## config.mk

```make
export PLATFORM = sky130hd
export DESIGN_NAME = rc4_decrypt_prga
export DESIGN_NICKNAME = d
export VERILOG_FILES = /design/src/rtl/rc4_pkg.sv /design/src/rtl/rc4_char_check.sv /design/src/rtl/rc4_decrypt_prga.sv
export SDC_FILE = /design/constraint.sdc
export NUM_CORES = 1
export LEC_CHECK = 0
export CAP_MARGIN = 10
export CELL_PAD_IN_SITES_DETAIL_PLACEMENT = 0
export CELL_PAD_IN_SITES_GLOBAL_PLACEMENT = 1
export CORE_AREA = 2 2 115 117
export DETAILED_ROUTE_END_ITERATION = 8
export DIE_AREA = 0 0 117 119
export GPL_TIMING_DRIVEN = 0
export PLACE_DENSITY = 0.79
export SETUP_SLACK_MARGIN = 0.02
export SYNTH_ARGS = -nofsm -noshare
export SYNTH_HDL_FRONTEND = slang
export SYNTH_HIERARCHICAL = 1
export SYNTH_SLANG_ARGS = --single-unit
export TNS_END_PERCENT = 10
```

## constraint.sdc

```tcl
create_clock -name clk -period 2.5 [get_ports clk]
set_input_delay 0.5 -clock clk [delete_from_list [all_inputs] [get_ports clk]]
set_output_delay 0.5 -clock clk [all_outputs]
set_load 0.05 [all_outputs]
```

## src/rtl/rc4_pkg.sv

```systemverilog
// Shared types and constants for the RC4 decrypt / key-search blocks.
package rc4_pkg;

  typedef enum logic [3:0] {
    ST_IDLE,
    ST_INC_I,
    ST_RD_SI,
    ST_CAP_SI,
    ST_RD_SJ,
    ST_CAP_SJ,
    ST_WR_SI,
    ST_WR_SJ,
    ST_RD_F,
    ST_CAP_F,
    ST_WR_DEC,
    ST_DONE
  } state_e;

  localparam int DEFAULT_MSG_LEN = 32;

  localparam logic [7:0] CHAR_A     = 8'h61;
  localparam logic [7:0] CHAR_Z     = 8'h7A;
  localparam logic [7:0] CHAR_SPACE = 8'h20;

  // A one-byte message still needs a 1-bit address port.
  function automatic int addr_w(input int n);
    return (n > 1) ? $clog2(n) : 1;
  endfunction

endpackage

```

## src/rtl/rc4_char_check.sv

```systemverilog
// Accepts lowercase ASCII letters and space; shared with the key-search controller.
module rc4_char_check
  import rc4_pkg::*;
(
  input  logic [7:0] char_i,
  output logic       valid_o
);

  assign valid_o = ((char_i >= CHAR_A) && (char_i <= CHAR_Z)) || (char_i == CHAR_SPACE);

endmodule

```

## src/rtl/rc4_decrypt_prga.sv

```systemverilog
// RC4 keystream generation over a pre-shuffled S RAM, decrypting the message ROM
// into the decrypted RAM and reporting whether every byte is printable lowercase.
module rc4_decrypt_prga
  import rc4_pkg::*;
#(
  parameter  int MSG_LEN = DEFAULT_MSG_LEN,
  localparam int AW      = addr_w(MSG_LEN)
) (
  input  logic          clk,
  input  logic          reset,
  input  logic          start,
  output logic          done,
  output logic          key_valid,
  output logic [7:0]    s_addr,
  output logic [7:0]    s_write_data,
  output logic          s_wr_en,
  input  logic [7:0]    mem_s_read_data,
  output logic [AW-1:0] enc_addr,
  input  logic [7:0]    enc_read_data,
  output logic [AW-1:0] dec_addr,
  output logic [7:0]    dec_write_data,
  output logic          dec_wr_en
);

  state_e        state_q;
  logic [7:0]    i_q, j_q, si_q, sj_q;
  logic [AW-1:0] k_q;
  logic          done_q, key_valid_q;
  logic [7:0]    s_addr_q, s_wdata_q;
  logic          s_we_q;
  logic [AW-1:0] enc_addr_q, dec_addr_q;
  logic [7:0]    dec_wdata_q;
  logic          dec_we_q;
  logic          char_ok;

  rc4_char_check u_char_check (
    .char_i  (dec_wdata_q),
    .valid_o (char_ok)
  );

  always_ff @(posedge clk or posedge reset) begin
    if (reset) begin
      state_q     <= ST_IDLE;
      i_q         <= '0;
      j_q         <= '0;
      k_q         <= '0;
      si_q        <= '0;
      sj_q        <= '0;
      done_q      <= 1'b0;
      key_valid_q <= 1'b0;
      s_addr_q    <= '0;
      s_wdata_q   <= '0;
      s_we_q      <= 1'b0;
      enc_addr_q  <= '0;
      dec_addr_q  <= '0;
      dec_wdata_q <= '0;
      dec_we_q    <= 1'b0;
    end else begin
      case (state_q)
        ST_IDLE: begin
          if (start) begin
            i_q         <= '0;
            j_q         <= '0;
            k_q         <= '0;
            key_valid_q <= 1'b0;
            state_q     <= ST_INC_I;
          end
        end
        ST_INC_I: begin
          i_q      <= i_q + 8'd1;
          s_addr_q <= i_q + 8'd1;
          state_q  <= ST_RD_SI;
        end
        ST_RD_SI: state_q <= ST_CAP_SI;
        ST_CAP_SI: begin
          si_q     <= mem_s_read_data;
          j_q      <= j_q + mem_s_read_data;
          s_addr_q <= j_q + mem_s_read_data;
          state_q  <= ST_RD_SJ;
        end
        ST_RD_SJ: state_q <= ST_CAP_SJ;
        // Swap as two back-to-back writes; i==j simply writes the same value twice.
        ST_CAP_SJ: begin
          sj_q      <= mem_s_read_data;
          s_addr_q  <= i_q;
          s_wdata_q <= mem_s_read_data;
          s_we_q    <= 1'b1;
          state_q   <= ST_WR_SI;
        end
        ST_WR_SI: begin
          s_addr_q  <= j_q;
          s_wdata_q <= si_q;
          s_we_q    <= 1'b1;
          state_q   <= ST_WR_SJ;
        end
        ST_WR_SJ: begin
          s_we_q     <= 1'b0;
          s_addr_q   <= si_q + sj_q;
          enc_addr_q <= k_q;
          state_q    <= ST_RD_F;
        end
        ST_RD_F: state_q <= ST_CAP_F;
        ST_CAP_F: begin
          dec_wdata_q <= mem_s_read_data ^ enc_read_data;
          dec_addr_q  <= k_q;
          dec_we_q    <= 1'b1;
          state_q     <= ST_WR_DEC;
        end
        ST_WR_DEC: begin
          dec_we_q <= 1'b0;
          if (!char_ok) begin
            key_valid_q <= 1'b0;
            state_q     <= ST_DONE;
          end else if (k_q == AW'(MSG_LEN - 1)) begin
            key_valid_q <= 1'b1;
            state_q     <= ST_DONE;
          end else begin
            k_q     <= k_q + 1'b1;
            state_q <= ST_INC_I;
          end
        end
        // done is shown for at least one cycle even if start already dropped.
        ST_DONE: begin
          if (done_q && !start) begin
            done_q  <= 1'b0;
            state_q <= ST_IDLE;
          end else begin
            done_q <= 1'b1;
          end
        end
        default: state_q <= ST_IDLE;
      endcase
    end
  end

  assign done           = done_q;
  assign key_valid      = key_valid_q;
  assign s_addr         = s_addr_q;
  assign s_write_data   = s_wdata_q;
  assign s_wr_en        = s_we_q;
  assign enc_addr       = enc_addr_q;
  assign dec_addr       = dec_addr_q;
  assign dec_write_data = dec_wdata_q;
  assign dec_wr_en      = dec_we_q;

endmodule
```

==> impl_metrics.toml <==
[finish]
diodes = 0
n_fill_cell = 1271
layout-drive-gt1-share_pct = 11.8
nets = 557
areaGrowthSynthToFinish_pct = 27.2

[placement]
pre_cts_ws_ns = -0.476
gp_congestion = 0.870
hpwl_mm = 8.30
port_buffers = 55

[die]
fp.dieH_um = 119
die_x_um = 117
num_rows = 42
initial_core_util_pct = 33.7
design.die.area_um2 = 13900
core_um2 = 12900
ios = 57

[routing]
dr.pass1.iters = 4
vias = 3594
via_per_inst = 5.13
wire_per_inst_um = 16.1
drtIter0Drc = 291
drt-total-wl_mm = 11.3
ant_nets = 0
drc = 0

[timing]
min_period_over_period_pct = 94.9
rsz0062_at_grt = "false"
post-route-min-period_ns = 2.37
fin_hold_ws_ns = 0.459
setup_slack_ns = 0.128
fmax_mhz = 422
worst_pin_slew_ns = 0.907
relSlewSlack_pct = 39.4
hold_viol = 0
drv_slew = 0
setup_viol = 0
finClkSkew_ns = 0.00612

[critical_path]
crit_chain = "clkdlybuf4s15_1 > ha_2 > inv_1 > fa_1 > nor2b_2 > o31a_1 > o21ai_0 > a21boi_0 > nor3_1 > a221o_1"
cp-start-kind = "primary input"
critPathArrivalTime_ns = 2.58
cp_top_family = "compound AO/OA/AOI/OAI gates"
r2r_cells = 8
cp.depth = 10
path_buf_inv = 2
r2r_start = "dec_write_data[3]"
crit_type = "in2reg"
worstPathMaxFanout = 5
critPathLaunch = "mem_s_read_data[0]"
worst_setup_path_end_kind = "register"
max_stage_delay_ns = 0.41
slowest_stage = "fa_1"
critPathRequiredTime_ns = 2.70

[grt]
grt_util_met3_pct = 2.65
grt.total_usage_pct = 16.9
grt.overflow.total = 0
grt_max_degree = 41
met1_usage_pct = 23.4
top_usage_layer = "met2"
antenna_found_initial = 0
grt_pass1_vias = 3533
use_met2_pct = 26.9
grt_pass1_wl_mm = 18.3

[logic_synthesis]
ys_types = 61
synth.net_count = 490
synth-seq-cells = 79
synthFlopType = "dfrtp_1"
synth_seq_area_share_pct = 45.5
ys_warn_count = 6
avgSynthCellArea_um2 = 9.61
syn_inst = 452
synth_edf_count = 0
ys_async_sr_fraction_pct = 100
synthesis.area_um2 = 4340

[clocking]
cts_tree = "yes"
cts_buffer_depth = 2
insertion_delay_ns = 0.33
cts.clk_slew.worst_paths_ns = 0.06
cts-buffers-inserted = 9
post_cts_buffers = 0
holdBufCountCts = 0
cts.sinks = 79
cts-root-buf = "clkbuf_16"
cts-htree-levels = 3

[outcome]
outcome = "finished, final reports clean"

[pwr]
power_frac_comb_pct = 52.8
clkPwrFrac_pct = 18.7
switching_share_pct = 44.3
peakVddDrop_mv = 0.506
p_seq_share_pct = 28.4
p_leak_uw = 0.00248
p_sw_uw = 3510
p_int_uw = 4410
pwr_density_cell_nw_per_um2 = 1440

[flow_run]
max_cap_viol_count = 0

[hold_path]
hold_depth = 3
hold_path_class = "in2reg"
hp-start = "mem_s_read_data[7]"
[cells in the mapped netlist (2+ instances only)]
cell type / instances / area share (%)
nand2_1: 83 / 7.2
dfrtp_1: 79 / 46
nor2_1: 36 / 3.1
o21ai_0: 25 / 2.9
a21oi_1: 22 / 2.5
ha_1: 17 / 4.9
xnor2_1: 16 / 3.2
mux2_2: 13 / 3.4
inv_1: 12 / 1.0
a21o_1: 9 / 1.6
nand3_1: 9 / 1.0
nor2b_1: 9 / 1.3
a211oi_1: 8 / 1.4
a22oi_1: 8 / 1.4
nor3_1: 8 / 0.92
xor2_1: 7 / 1.4
and3_1: 6 / 0.86
buf_2: 6 / 0.69
a221oi_1: 4 / 0.81
a22o_1: 4 / 0.81
clkbuf_1: 4 / 0.35
o211ai_1: 4 / 0.69
o21a_1: 4 / 0.69
and2_1: 3 / 0.43
buf_4: 3 / 0.52
clkbuf_8: 3 / 0.95
nand2b_1: 3 / 0.43
o31a_1: 3 / 0.61
a2111oi_2: 2 / 0.69
a21boi_0: 2 / 0.35
a222oi_1: 2 / 0.46
and3_2: 2 / 0.35
clkbuf_4: 2 / 0.35
fa_1: 2 / 0.92
nand3b_1: 2 / 0.35
nand4_1: 2 / 0.29
nor3b_1: 2 / 0.35
o21bai_1: 2 / 0.35
o31ai_1: 2 / 0.35
[area by class of cell]
type	count	area, µm²	area share [%]
timing repair buffer	56	576	10.4
multi-input combinational	341	2220	40.1
clock buffer	14	284	5.14
tap	176	220	3.99
buffer	20	140	2.54
clock inverter	2	60.1	1.09
sequential	79	1980	35.8
inverter	12	48.8	0.884
[kinds of logic (layout without fill, tap and decap cells)]
logic type                 after synthesis  after routing  share of synthesized area, %
buffers and inverters                   32            104                          4.26
adders and majority gates               19             19                          5.82
xor gates and xnor gates                23             23                          4.64
AOI/OAI and AO/OA                      115            115                          18.5
and+or+nand+nor                        170            170                          17.6
muxes                                   14             14                          3.60
DFF                                     79             79                          45.5
[worst reg2reg max path, stage by stage, from the launching register on]
cell and delay [ns]:
dfrtp_1 0.42, nor3_1 0.24, o22ai_1 0.15, a2111oi_4 0.43, nor2b_4 0.25, and4b_1 0.31
nand4_1 0.13, xor2_1 0.16, nor2_1 0.06
[layout by cell type, fill, tap and decap left out, types with 4 or more instances in the layout]
cell	count
mux2_2	13
a22oi_1	8
xor2_1	7
clkbuf_16	9
and3_1	6
ha_1	16
a221oi_1	4
clkbuf_8	7
nor2_1	36
xnor2_1	16
o21a_1	4
dfrtp_1	79
clkbuf_1	5
o21ai_0	24
nand2_1	83
a22o_1	4
a21o_1	9
nor3_1	8
clkdlybuf4s50_1	52
nor2b_1	7
a21oi_1	22
a211oi_1	7
inv_1	11
buf_2	6
nand3_1	9
o211ai_1	4
[path summary, 6_finish.rpt]
kind / end / slack [ns]
max in group asynchronous: j_q[5] / 1.10
min in group asynchronous: dec_write_data[3] / 0.71
setup / recovery: s_addr[6] / 0.13
setup reg to reg: k_q[3] / 0.24
hold reg to reg: s_write_data[3] / 0.46
hold / removal: si_q[7] / 0.46
[flip-flops by register name, summed over array words and instances (netlist names)]
signal          cells
state_q             4
enc_addr            5
dec_addr            5
si_q                8
sj_q                8
done                1
s_wr_en             1
s_addr              8
i_q                 8
j_q                 8
k_q                 5
key_valid           1
dec_wr_en           1
s_write_data        8
dec_write_data      8
[per-stage QoR]
stage	TNS [ns]	total power [µW]	utilization, %	instance area (µm²)	std cells
2_1_floorplan	0	5170	-	4350	452
4_1_cts	0	7950	42.6	5480	700
6_report	0	7930	42.9	5520	700
3_5_place_dp	-1.91	6420	39.9	5140	684
5_1_grt	0	8480	42.9	5520	700
3_3_place_gp	-1.62	6310	39.7	5120	683
[power by group through the flow]
stage	clock (µW)	sequential, µW	combinational (µW)
2_1_floorplan	0	3010	2160
3_3_place_gp	0	2250	4060
3_5_place_dp	0	2280	4140
4_1_cts	1520	2260	4170
5_1_grt	1580	2330	4570
6_report	1490	2250	4190
[routing by layer]
layer / wire length (µm) / vias to the layer above
li1: - / 1738
met1: 5330 / 1753
met2: 5360 / 90
met3: 409 / 13
met4: 167 / 0
met5: 0 / -
[repair_timing]
item                       CTS  global route
pin swaps                    0             0
cloned                       0             0
setup endpoints to repair    3             4
resized for setup            2            10
Power figures use the tool's default switching activity.
